$ cat config.mk
export PLATFORM = sky130hd
export DESIGN_NAME = mtx_transpose_stream
export DESIGN_NICKNAME = d
export VERILOG_FILES = /design/src/rtl/mtx_pkg.sv /design/src/rtl/mtx_buffer.sv /design/src/rtl/mtx_transpose_stream.sv
export SDC_FILE = /design/constraint.sdc
export NUM_CORES = 1
export LEC_CHECK = 0
export ABC_AREA = 1
export BUFFER_PORTS_ARGS = -buffer_cell sky130_fd_sc_hd__buf_4
export CAP_MARGIN = 25
export CORE_MARGIN = 4
export CORE_UTILIZATION = 40
export DETAILED_ROUTE_END_ITERATION = 10
export PLACE_DENSITY = 0.59
export REMOVE_ABC_BUFFERS = 1
export SLEW_MARGIN = 10
export SYNTH_ARGS = -nofsm -noshare
export SYNTH_HDL_FRONTEND = slang
export SYNTH_HIERARCHICAL = 1
export SYNTH_SLANG_ARGS = --single-unit
$ cat constraint.sdc
create_clock -name clk -period 4 [get_ports clk]
set_input_delay 0.4 -clock clk [delete_from_list [all_inputs] [get_ports clk]]
set_output_delay 0.4 -clock clk [all_outputs]
set_load 0.005 [all_outputs]
$ cat src/rtl/mtx_pkg.sv
// Shared types and defaults for the streaming matrix transpose block.
// Build option MTX_TRANSPOSE_PINGPONG_EN selects the double-buffered variant.
package mtx_pkg;

   localparam int MTX_N = 5;
   localparam int MTX_W = 8;

   localparam logic MTX_MODE_COPY      = 1'b0;
   localparam logic MTX_MODE_TRANSPOSE = 1'b1;

   typedef enum logic {
      LOAD,
      DRAIN
   } mtx_state_e;

   function automatic int mtx_idx_w(input int n);
      return (n > 1) ? $clog2(n) : 1;
   endfunction

endpackage

$ cat src/rtl/mtx_buffer.sv
// NxN element register bank: one full row written per cycle,
// read back as a row (copy) or a column (transpose) chosen by rd_mode.
module mtx_buffer
   import mtx_pkg::*;
#(
   parameter int N  = MTX_N,
   parameter int W  = MTX_W,
   parameter int IW = mtx_idx_w(MTX_N)
) (
   input  logic            clk,
   input  logic            wr_en,
   input  logic [IW-1:0]   wr_idx,
   input  logic [N*W-1:0]  wr_data,
   input  logic            rd_mode,
   input  logic [IW-1:0]   rd_idx,
   output logic [N*W-1:0]  rd_data
);

   logic [W-1:0] mem [N][N];

   // Row write; contents are deliberately not reset
   always_ff @(posedge clk) begin
      if (wr_en) begin
         for (int c = 0; c < N; c++) begin
            mem[wr_idx][c] <= wr_data[c*W +: W];
         end
      end
   end

   // Row or column read for output index rd_idx
   always_comb begin
      rd_data = '0;
      for (int c = 0; c < N; c++) begin
         unique case (rd_mode)
            MTX_MODE_TRANSPOSE: rd_data[c*W +: W] = mem[c][rd_idx];
            MTX_MODE_COPY:      rd_data[c*W +: W] = mem[rd_idx][c];
            default:            rd_data[c*W +: W] = '0;
         endcase
      end
   end

endmodule

$ cat src/rtl/mtx_transpose_stream.sv
// Streams an NxN matrix in by rows and back out as transpose or copy.
// Define MTX_TRANSPOSE_PINGPONG_EN for two buffers (load while draining).
module mtx_transpose_stream
   import mtx_pkg::*;
#(
   parameter int N = MTX_N,
   parameter int W = MTX_W
) (
   input  logic            clk,
   input  logic            rst_n,
   input  logic            mode,
   input  logic            in_valid,
   output logic            in_ready,
   input  logic [N*W-1:0]  in_row,
   output logic            out_valid,
   input  logic            out_ready,
   output logic [N*W-1:0]  out_row,
   output logic            out_last,
   output logic            busy
);

   localparam int          IW   = mtx_idx_w(N);
   localparam logic [IW-1:0] LAST = IW'(N - 1);

   logic [IW-1:0]  wr_row;
   logic [IW-1:0]  rd_row;
   logic           in_fire;
   logic           out_fire;
   logic           wr_last;
   logic           rd_last;
   logic [N*W-1:0] rd_data;

   assign in_fire  = in_valid && in_ready;
   assign out_fire = out_valid && out_ready;
   assign wr_last  = (wr_row == LAST);
   assign rd_last  = (rd_row == LAST);

`ifdef MTX_TRANSPOSE_PINGPONG_EN

   logic [1:0]     full_q;
   logic [1:0]     full_d;
   logic [1:0]     mode_q;
   logic           wr_sel;
   logic           rd_sel;
   logic [N*W-1:0] rd_data0;
   logic [N*W-1:0] rd_data1;

   mtx_buffer #(.N(N), .W(W), .IW(IW)) u_buf0 (
      .clk     (clk),
      .wr_en   (in_fire && !wr_sel),
      .wr_idx  (wr_row),
      .wr_data (in_row),
      .rd_mode (mode_q[0]),
      .rd_idx  (rd_row),
      .rd_data (rd_data0)
   );

   mtx_buffer #(.N(N), .W(W), .IW(IW)) u_buf1 (
      .clk     (clk),
      .wr_en   (in_fire && wr_sel),
      .wr_idx  (wr_row),
      .wr_data (in_row),
      .rd_mode (mode_q[1]),
      .rd_idx  (rd_row),
      .rd_data (rd_data1)
   );

   // Handshake flags and full-flag update; set and clear hit different buffers
   always_comb begin
      in_ready  = !full_q[wr_sel];
      out_valid = full_q[rd_sel];
      rd_data   = rd_sel ? rd_data1 : rd_data0;
      full_d    = full_q;
      if (in_fire && wr_last) begin
         full_d[wr_sel] = 1'b1;
      end
      if (out_fire && rd_last) begin
         full_d[rd_sel] = 1'b0;
      end
   end

   // Counters, selectors and per-buffer mode latch
   always_ff @(posedge clk or negedge rst_n) begin
      if (!rst_n) begin
         full_q <= '0;
         mode_q <= '0;
         wr_sel <= 1'b0;
         rd_sel <= 1'b0;
         wr_row <= '0;
         rd_row <= '0;
      end else begin
         full_q <= full_d;
         if (in_fire) begin
            if (wr_row == '0) begin
               mode_q[wr_sel] <= mode;
            end
            if (wr_last) begin
               wr_row <= '0;
               wr_sel <= !wr_sel;
            end else begin
               wr_row <= wr_row + 1'b1;
            end
         end
         if (out_fire) begin
            if (rd_last) begin
               rd_row <= '0;
               rd_sel <= !rd_sel;
            end else begin
               rd_row <= rd_row + 1'b1;
            end
         end
      end
   end

   assign busy = (wr_row != '0) || (|full_q);

`else

   mtx_state_e state_q;
   mtx_state_e state_d;
   logic       mode_q;

   mtx_buffer #(.N(N), .W(W), .IW(IW)) u_buf (
      .clk     (clk),
      .wr_en   (in_fire),
      .wr_idx  (wr_row),
      .wr_data (in_row),
      .rd_mode (mode_q),
      .rd_idx  (rd_row),
      .rd_data (rd_data)
   );

   // Load/drain sequencing and handshake outputs
   always_comb begin
      state_d   = state_q;
      in_ready  = 1'b0;
      out_valid = 1'b0;
      unique case (state_q)
         LOAD: begin
            in_ready = 1'b1;
            if (in_valid && wr_last) begin
               state_d = DRAIN;
            end
         end
         DRAIN: begin
            out_valid = 1'b1;
            if (out_ready && rd_last) begin
               state_d = LOAD;
            end
         end
         default: state_d = LOAD;
      endcase
   end

   // State register, row counters and mode latch
   always_ff @(posedge clk or negedge rst_n) begin
      if (!rst_n) begin
         state_q <= LOAD;
         mode_q  <= MTX_MODE_COPY;
         wr_row  <= '0;
         rd_row  <= '0;
      end else begin
         state_q <= state_d;
         if (in_fire) begin
            if (wr_row == '0) begin
               mode_q <= mode;
            end
            wr_row <= wr_last ? '0 : wr_row + 1'b1;
         end
         if (out_fire) begin
            rd_row <= rd_last ? '0 : rd_row + 1'b1;
         end
      end
   end

   assign busy = (wr_row != '0) || (state_q == DRAIN);

`endif

   assign out_row  = out_valid ? rd_data : '0;
   assign out_last = out_valid && rd_last;

endmodule

==> results.txt, run 1 <==
Status: finished, final reports clean
Fill cells: 3710
Min Hold Slack: 0.1228 ns
Sequential cell area: 0.009821 mm2
Vias per std cell: 5.063
Vias in the first global route: 12030
Post-CTS sizing: 0
DRC viols: 0
#FFs+latches synth: 328
TNS Setup: 0 ns
Die H: 206.1 um
Register area share after synthesis: 62.48%
Grt ovf: 0
Share of cells above drive strength 1: 10.64%
Finished Core Util: 46.85%
Most frequent cells in the layout: nand2_1 (877), edfxtp_1 (320), inv_1 (163)
Die ar.: 0.04249 mm2
Critical path launch point type: register
Fin crit share: 83.51%
Die span in x: 206.1 um
Post-route minimum period: 3.340 ns
Worst-margin pin slew: 1.094 ns
CTS tree: done
Final nets: 1884
Avg Synthesized Cell Area: 8.876 um2
Multi-input logic area: 0.004898 mm2
Via Count: 12050
Final setup fails: 0
Peak Freq: 0.2994 GHz
Leak: 8.080 nW
Clock root buffer: clkbuf_16
Clock Sink Count: 328
PwrDens: 735.4 mW/mm2
Clock Latency Late Sink: 0.51 ns
First drt pass iteration count: 5
Starting Density: 40.53%
Min-delay worst type: in -> reg
CP endpoint kind: output pin
Drt total wl: 42900 um
# port buffers: 88
Setup Buffers After CTS: 0
CTS buffer count: 37
Hold Vio Cnt, Final: 0
CTS Hold Buffers Added: 1
Core area: 0.03874 mm2
Ports: 89
Final estimated routing congestion in global placement: 0.8214
Mapped cell area: 0.01570 mm2
All-layer global routing usage: 20.17%
Rel. slew slack: 26.77%
Maximum VDD drop: 496.4 uV
Distinct cell type count after synthesis: 24
DP Worst Slack: 1.211 ns
Total of max-cap violations: 0
Worst setup margin: 0.6595 ns
Post-DRT Antenna Nets: 0
Starting DRC count in detailed routing: 1074
Syn-to-layout area delta: 15.59%
RSZ-0062 raised after global routing: false
Slew Limit Fails: 0
Post-DP HPWL: 25280 um
WP data required: 3.60 ns
CP max FO: 27
Yosys warns: 6
First-pass GRT wire length: 66930 um
Data arrival, critical path: 2.94 ns
Most common cell after layout, fill and taps aside: nand2_1
Clock skew: 0.01096 ns
H-tree depth: 2
CTS max path bufs: 3
Syn Inst Count: 1769
Drt wl/cell: 18.03 um
CTS clock-pin slew for the worst setup and hold paths: 0.06 ns
N_diodes: 0
Row count: 72
Crit path kind: reg -> out
Largest net degree at the start of global routing: 203
Initial antenna violation count: 0
logic make-up after synthesis:
group | Yosys count | synth area share (%)
and+or+nand+nor | 1080 | 27.34
adders and majority gates | 4 | 0.3188
AOI/OAI and AO/OA | 95 | 3.076
buffers and inverters | 262 | 6.789
DFF | 328 | 62.48
state kept, by name (all words and copies together), names as in the netlist:
signal / count
wr_row: 3
mode_q: 1
u_buf/mem: 320
rd_row: 3
state_q: 1
where the power goes:
part           switching [W]  internal, W
Sequential          0.000200      0.00416
Combinational        0.00388      0.00181
Clock                0.00130      0.00199
Total                0.00539      0.00796
through the flow:
stage	std cells	instance area, um2	total power, W
2_1_floorplan	1677	15280	0.007918
3_3_place_gp	2313	16970	0.01011
3_5_place_dp	2313	16970	0.01014
4_1_cts	2379	18150	0.01344
5_1_grt	2379	18150	0.01433
6_report	2379	18150	0.01335
cell type report:
type                       count  area share (%)
inverter                     170           3.544
clock inverter                19           1.034
multi-input combinational   1179           26.99
tap                          518           3.571
timing repair buffer         119           5.350
sequential                   328           54.11
clock buffer                  46           5.398
worst paths after layout:
check / slack, ns / cells after the start / startpoint / to
setup / recovery: 0.66 / 10 / rd_row[2] / out_row[29]
hold / removal: 0.12 / 1 / in_row[34] / u_buf/mem[0][2]
setup reg to reg: 1.73 / 4 / state_q / u_buf/mem[5][17]
hold reg to reg: 0.64 / 3 / state_q / state_q
max in group asynchronous: 3.55 / 2 / rst_n / rd_row[1]
min in group asynchronous: 0.27 / 2 / rst_n / rd_row[2]
synthesized netlist by cell type (all sizes together):
| cell | number | share of area [%] |
|---|---|---|
| a21boi | 3 | 0.14 |
| a21oi | 52 | 1.7 |
| buf | 59 | 1.9 |
| clkbuf | 33 | 0.79 |
| clkinv | 2 | 0.048 |
| dfrtp | 8 | 1.3 |
| edfxtp | 320 | 61 |
| ha | 4 | 0.32 |
| inv | 168 | 4.0 |
| nand2 | 878 | 21 |
| nand3 | 152 | 4.8 |
| nand4 | 5 | 0.20 |
| nor2 | 39 | 1.1 |
| o21ai | 40 | 1.3 |
| or2 | 6 | 0.24 |
per-layer routing:
layer	routed length [um]	GRT usage, %	up-vias
met5	0	0	-
met4	780	4.563	0
met3	2664	2.746	62
met2	20440	34.27	418
met1	19020	27.73	5741
li1	-	-	5824
worst max-delay path, stage by stage (launching register included):
cell,delay (ns)
dfrtp_2,0.55
buf_4,0.28
inv_2,0.44
nand2_1,0.39
a21oi_1,0.22
nand3_1,0.08
nand2_1,0.07
nor2_1,0.06
nand2_1,0.08
inv_1,0.08
buf_4,0.14
No activity file was read; power rests on OpenSTA's default activity.
==> inputs of run 2 (changes only) <==
--- a/config.mk
+++ b/config.mk
@@ -5,13 +5,13 @@
 export SDC_FILE = /design/constraint.sdc
 export NUM_CORES = 1
 export LEC_CHECK = 0
-export ABC_AREA = 1
+export ABC_AREA = 0
 export BUFFER_PORTS_ARGS = -buffer_cell sky130_fd_sc_hd__buf_4
 export CAP_MARGIN = 25
 export CORE_MARGIN = 4
 export CORE_UTILIZATION = 40
 export DETAILED_ROUTE_END_ITERATION = 10
-export PLACE_DENSITY = 0.59
+export PLACE_DENSITY = 0.61
 export REMOVE_ABC_BUFFERS = 1
 export SLEW_MARGIN = 10
 export SYNTH_ARGS = -nofsm -noshare
==> constraint.sdc (replaced) <==
create_clock -name clk -period 3 [get_ports clk]
set_input_delay 0.3 -clock clk [delete_from_list [all_inputs] [get_ports clk]]
set_output_delay 0.3 -clock clk [all_outputs]
set_load 0.005 [all_outputs]
==> run 2 against run 1 <==
Net effect:
- critical path depth is 3 lower
- combinational power is 27% higher
- clock power is 31% higher
- setup slack worse by 0.60 ns
- highest routed layer unchanged
==> results.txt, run 2 <==
First-pass GRT wire length: 53810 um (-20%)
Starting DRC count in detailed routing: 699 (-35%)
CTS buffer count: 36 (-2.7%)
Most frequent cells in the layout: edfxtp_1 (320), buf_4 (131), mux4_2 (93)
Commonest cells in the netlist: edfxtp_1 (320), mux4_2 (93), mux2i_1 (48)
Drt wl/cell: 24.00 um (+33%)
CP endpoint kind: output pin
# port buffers: 88 (unchanged)
Yosys warns: 6 (unchanged)
Most common cell after layout, fill and taps aside: edfxtp_1
DRC viols: 0 (unchanged)
All-layer global routing usage: 17.19% (-3.0 points)
Via Count: 8282 (-31%)
Share of cells above drive strength 1: 33.43% (+23 points)
Clock skew: 0.01640 ns (+0.005439 ns)
Drt total wl: 35520 um (-17%)
Worst setup margin: 0.06209 ns (-0.5975 ns)
Fraction of registers with async set/reset: 2.439% (unchanged)
Status: finished, final reports clean
Number of flip-flops in the largest register: 320 (unchanged)
Rel. slew slack: 55.21% (+28 points)
Inst Count DP: 1384 (-40%)
Syn Inst Count: 843 (-52%)
WP data required: 2.70 ns (-0.90 ns)
Post-route minimum period: 2.938 ns
Top_reg_cell synth: edfxtp_1
Hold Vio Cnt, Final: 0 (unchanged)
Pwr Total: 0.01735 W (+30%)
Vias per std cell: 5.596 (+11%)
Row count: 70 (-2.8%)
Die ar.: 0.04015 mm2 (-5.5%)
Syn-to-layout area delta: 20.45%
Final Cell Area: 0.01783 mm2 (-1.8%)
CTS tree: done
CTS max path bufs: 3 (unchanged)
Yosys top cell area share: 64.92% (+3.7 points)
Starting Density: 40.53% (about the same)
Maximum VDD drop: 702.6 uV (+42%)
Fin cells: 1480 (-38%)
Regs by FF count: u_buf/mem (320), rd_row (3), wr_row (3)
Clock root buffer: clkbuf_16
RSZ-0062 raised after global routing: true
Peak Freq: 0.3404 GHz
Final setup fails: 0 (unchanged)
Register area share after synthesis: 66.27% (+3.8 points)
Die span in x: 200.4 um (-2.8%)
Distinct cell type count after synthesis: 53 (+120%)
Total of max-cap violations: 0 (unchanged)
First drt pass iteration count: 5 (unchanged)
EDFF count, synth: 320 (unchanged)
Crit path kind: reg -> out
Ranking of synthesized cells by area: edfxtp_1 (65%), mux4_2 (14%), mux2i_1 (3.2%)
Fin crit share: 97.93%
Min-delay worst type: in -> reg
PwrDens: 973.2 mW/mm2 (+32%)
Mapped cell area: 0.01480 mm2 (-5.7%)
Post-place instance area: 0.01632 mm2 (-3.8%)
Final estimated routing congestion in global placement: 0.7658 (-6.8%)
Count leader, synth: edfxtp_1
Initial antenna violation count: 0 (unchanged)
Clock Sink Count: 328 (unchanged)
Post-DRT Antenna Nets: 0 (unchanged)
Critical path launch point type: register
Die H: 200.4 um (-2.8%)
Worst-margin pin slew: 0.6703 ns (-0.4242 ns)
Post-DP HPWL: 21250 um (-16%)
Largest net degree at the start of global routing: 49 (-76%)
Clock Latency Late Sink: 0.52 ns (about the same)
Data arrival, critical path: 2.64 ns (-0.30 ns)
Post-synth top area cell: edfxtp_1
CP max FO: 14 (-48%)
#FFs+latches synth: 328 (unchanged)
CTS clock-pin slew for the worst setup and hold paths: 0.06 ns (about the same)
Vias in the first global route: 8636 (-28%)
Grt ovf: 0 (unchanged)
Slew Limit Fails: 0 (unchanged)
DP Worst Slack: 0.4093 ns (-0.8014 ns)
TNS Setup: 0 ns (unchanged)
Final nets: 1033 (-45%)
Ports: 89 (unchanged)
Leak: 5.966 nW (-26%)
Largest register by flop count: u_buf/mem
Avg Synthesized Cell Area: 17.56 um2 (+98%)
H-tree depth: 2 (unchanged)
Core area: 0.03652 mm2 (-5.7%)
-- run 2: cells by family after synthesis --
family / share of synthesized area (%)
buffers and inverters: 2.857
multiplexers: 18.28
AND/OR/NAND/NOR: 5.934
adder cells (fa/ha/maj): 0.3381
flip-flops: 66.27
AO/OA/AOI/OAI: 6.315
-- run 2: worst paths after layout --
path	from	to	slack [ns]	depth (start not counted)
worst max-delay path	rd_row[0]	out_row[30]	0.06	7
worst min-delay path	in_row[35]	u_buf/mem[3][3]	0.02	1
worst max register to register	state_q	u_buf/mem[1][20]	0.82	4
worst min register to register	state_q	wr_row[1]	0.63	3
max in group asynchronous	rst_n	mode_q	2.72	2
min in group asynchronous	rst_n	rd_row[1]	0.13	2
-- run 2: worst max-delay path: stages, from the launching register on --
cell	delay (ns)
dfrtp_4	0.44
buf_2	0.20
buf_4	0.16
clkbuf_16	0.19
mux4_2	0.53
o221a_1	0.25
and2_1	0.18
buf_4	0.14
-- run 2: cell type report --
class                   count  area (um2)
repair buffers            167        1592
inverters                   5       18.77
flip-flops and latches    328        9826
fillers                  3011       18690
well taps                 468       585.6
multi-input cells         446        4643
clock buffers              45       975.9
clock inverters            20       185.2
diodes                      1       2.502
-- run 2: repair_timing --
action / in CTS / in global routing
hold endpoints to repair: 49 / 0
pin swaps: 0 / 1
gates resized for setup: 0 / 9
hold buffers: 9 / 0
cloned: 0 / 1
endpoints found under the setup margin: 33 / 20
buffers inserted: 6 / 14
-- run 2: through the flow --
stage                     hold WS (ns)  util [%]
after floorplan               0.004409         -
after global placement          0.1288     44.69
after detailed placement        0.1303     44.69
after CTS                     0.002556     48.25
after global routing          0.005809     48.81
final                          0.01956     48.81
-- run 2: power by group --
| part | switching (W) | internal (W) | total (W) | leakage [nW] |
|---|---|---|---|---|
| combinational | 0.00346 | 0.00377 | 0.00723 | 2.42 |
| clock | 0.00173 | 0.00257 | 0.00430 | 0.569 |
| sequential | 0.000342 | 0.00547 | 0.00582 | 2.98 |
| total | 0.00553 | 0.0118 | 0.0174 | 5.97 |
-- run 2: metal layers --
layer  routed length, um  GRT usage (%)  vias up  part of all wire [%]
met2               17080          27.57      228                    48
met4                 443          3.540        0                   1.2
met5                   0              0        -                     0
met1               16130          24.82     4298                    45
li1                    -              -     3719                     -
met3                1869          3.400       37                   5.3
==> inputs of run 3 (changes only) <==
--- a/config.mk
+++ b/config.mk
@@ -11,6 +11,7 @@
 export CORE_MARGIN = 4
 export CORE_UTILIZATION = 40
 export DETAILED_ROUTE_END_ITERATION = 10
+export GPL_TIMING_DRIVEN = 0
 export PLACE_DENSITY = 0.61
 export REMOVE_ABC_BUFFERS = 1
 export SLEW_MARGIN = 10
==> run 3 against run 2 <==
Net effect:
- combinational power is 9.4% higher
- setup slack got worse by 0.0050 ns
- clock power is 3% lower
- maximum frequency fell by 0.17%
- core utilization up 0.48 points
- critical path type unchanged
- via count rose by 2.5%
==> results.txt, run 3 (same netlist as run 2, synthesis figures left out) <==
Rel. slew slack: 41.69% (-14 points)
CTS tree: done
Crit path max-delay cell type: dfrtp_4
Regs by FF count: u_buf/mem (320), rd_row (3), wr_row (3)
Starting Density: 40.53% (unchanged)
Most common cell after layout, fill and taps aside: edfxtp_1
Drt wl/cell: 26.01 um (+8.3%)
Initial antenna violation count: 1 (+1)
Final nets: 1024 (-0.87%)
Largest net degree at the start of global routing: 44 (-10%)
DRC viols: 0 (unchanged)
First drt pass iteration count: 5 (unchanged)
Die H: 200.4 um (unchanged)
Slew Limit Fails: 0 (unchanged)
Min-delay worst type: in -> reg
Reg2Reg Depth: 7 (+3)
CP endpoint kind: output pin
Post-route minimum period: 2.943 ns (+0.005032 ns)
H-tree depth: 2 (unchanged)
Die span in x: 200.4 um (unchanged)
Starting DRC count in detailed routing: 688 (-1.6%)
Grt ovf: 0 (unchanged)
Largest register by flop count: u_buf/mem
Share of cells above drive strength 1: 33.27% (-0.17 points)
Pwr Total: 0.01785 W (+2.9%)
WP data required: 2.70 ns (about the same)
Ports: 89 (unchanged)
Post-DP HPWL: 21720 um (+2.2%)
Critical Path Max Stage Delay: 0.50 ns (-0.03 ns)
Post-place instance area: 0.01621 mm2 (-0.65%)
Leak: 6.059 nW (+1.6%)
CTS clock-pin slew for the worst setup and hold paths: 0.06 ns (about the same)
CP Cell Sequence: buf_16 > buf_16 > buf_4 > mux4_2 > nor2b_1 > a211oi_2 > a21oi_1 > and2_1 > buf_4
Hold Path Stages: 1 (unchanged)
Worst flop-to-flop path endpoint: u_buf/mem[4][37]
Clock Sink Count: 328 (unchanged)
Drt total wl: 38150 um (+7.4%)
CP top delay family: buffers and inverters
Number of flip-flops in the largest register: 320 (unchanged)
FF-to-FF Start: state_q
NetSw: 0.005768 W (+4.2%)
CP max FO: 10 (-4)
Worst-margin pin slew: 0.8726 ns (+0.2023 ns)
Via Count: 8488 (+2.5%)
Power share of the combinational group: 44.3% (+2.6 points)
Maximum VDD drop: 645.8 uV (-8.1%)
# port buffers: 88 (unchanged)
Hold Vio Cnt, Final: 0 (unchanged)
All-layer global routing usage: 18.42% (+1.2 points)
CTS buffer count: 36 (unchanged)
Clock Latency Late Sink: 0.50 ns (-0.02 ns)
Fin crit share: 98.10% (+0.17 points)
Fill cells: 2984 (-0.90%)
Total of max-cap violations: 0 (unchanged)
Core area: 0.03652 mm2 (unchanged)
RSZ-0062 raised after global routing: true
Clock root buffer: clkbuf_16
Clock skew: 0.01003 ns (-0.006371 ns)
Sw Ratio: 32.31% (+0.42 points)
Vias per std cell: 5.786 (+3.4%)
Seq pwr share: 32.3% (-1.2 points)
HP Start: in_row[23]
Row count: 70 (unchanged)
Final setup fails: 0 (unchanged)
WP buf/inv: 4 (unchanged)
Worst Hold Path EP: u_buf/mem[7][23]
Vias in the first global route: 8795 (+1.8%)
PwrDens: 991.5 mW/mm2 (+1.9%)
R2R Setup Slk: 0.22 ns (-0.60 ns)
Pint: 0.01208 W (+2.3%)
Data arrival, critical path: 2.64 ns (about the same)
Final Cell Area: 0.01800 mm2 (+0.99%)
Most frequent cells in the layout: edfxtp_1 (320), buf_4 (118), mux4_2 (93)
Critical path launch point type: register
Post-DRT Antenna Nets: 0 (unchanged)
Status: finished, final reports clean
First-pass GRT wire length: 56680 um (+5.3%)
Peak Freq: 0.3398 GHz (-0.17%)
Syn-to-layout area delta: 21.64%
Clk pwr share: 23.4% (-1.4 points)
Final estimated routing congestion in global placement: 0.7397 (-3.4%)
Crit path kind: reg -> out
CTS max path bufs: 3 (unchanged)
Die ar.: 0.04015 mm2 (unchanged)
[run 3: cell count changes in the layout (fill, tap and decap cells not counted), sizes merged]
cell,delta
buf,-10
bufbuf,+9
bufinv,-1
clkbuf,+4
clkinv,-3
clkinvlp,-2
dlygate4sd3,-8
inv,-2
[run 3: layout make-up]
cell class                 instances  area (um2)  area share, %
sequential                       328        9826          54.57
multi-input combinational        446        4672          25.95
timing repair buffer             158        1807          10.03
clock buffer                      49       991.0          5.504
tap                              468       585.6          3.252
clock inverter                    12       102.6         0.5698
inverter                           5       18.77         0.1042
antenna                            1       2.502        0.01390
[run 3: repair_timing]
item	CTS	global route
cloned	10	1
setup buffers	13	17
hold buffers	1	0
gates resized for setup	8	8
pin swaps	4	2
endpoints found under the setup margin	40	26
endpoints found under the hold margin	8	0
[run 3: worst reg2reg max path, stage by stage, from the launching register on]
cell and delay, ns:
dfrtp_2 0.58, nor2b_2 0.36, nand2_1 0.30, nor3_4 0.45, buf_6 0.23, buf_6 0.17, buf_4 0.23, buf_6 0.17
[run 3: routing by layer]
layer / vias up / routed length, um / global-route usage [%]
li1: 3698 / - / -
met1: 4454 / 16680 / 25.93
met2: 289 / 18790 / 30.47
met3: 47 / 2095 / 2.979
met4: 0 / 589 / 4.425
met5: - / 0 / 0
[run 3: worst max-delay path by stage]
stage | start | to | slack, ns | depth (start not counted)
global route | rd_row[0] | out_row[15] | -0.02 | 8
CTS | rd_row[0] | out_row[11] | 0.007 | 7
finish | rd_row[0] | out_row[22] | 0.06 | 9
floorplan | rd_row[0] | out_row[32] | -2.77 | 5
detailed placement | rd_row[0] | out_row[4] | -0.20 | 9
global placement | rd_row[0] | out_row[33] | -6.12 | 6
[run 3: stage by stage]
stage	cells	worst slack (ns)	utilization, %	hold WS (ns)	TNS [ns]
2_1_floorplan	779	-2.773	-	0.004409	-305.76
3_3_place_gp	1335	-6.121	42.83	0.1262	-1327.09
3_5_place_dp	1363	-0.1963	44.40	0.1286	-0.9539
4_1_cts	1448	0.006654	48.76	0.008021	0
5_1_grt	1467	-0.01615	49.30	0.01328	-0.03548
6_report	1467	0.05706	49.30	0.02626	0
[run 3: power by group through the flow]
stage,registers [W],logic [W],clock network [W]
detailed placement,0.00612,0.00646,0
CTS,0.00585,0.00765,0.00424
global placement,0.00682,0.00459,0
floorplan,0.00649,0.00367,0
finish,0.00576,0.00791,0.00417
global route,0.00581,0.00847,0.00443
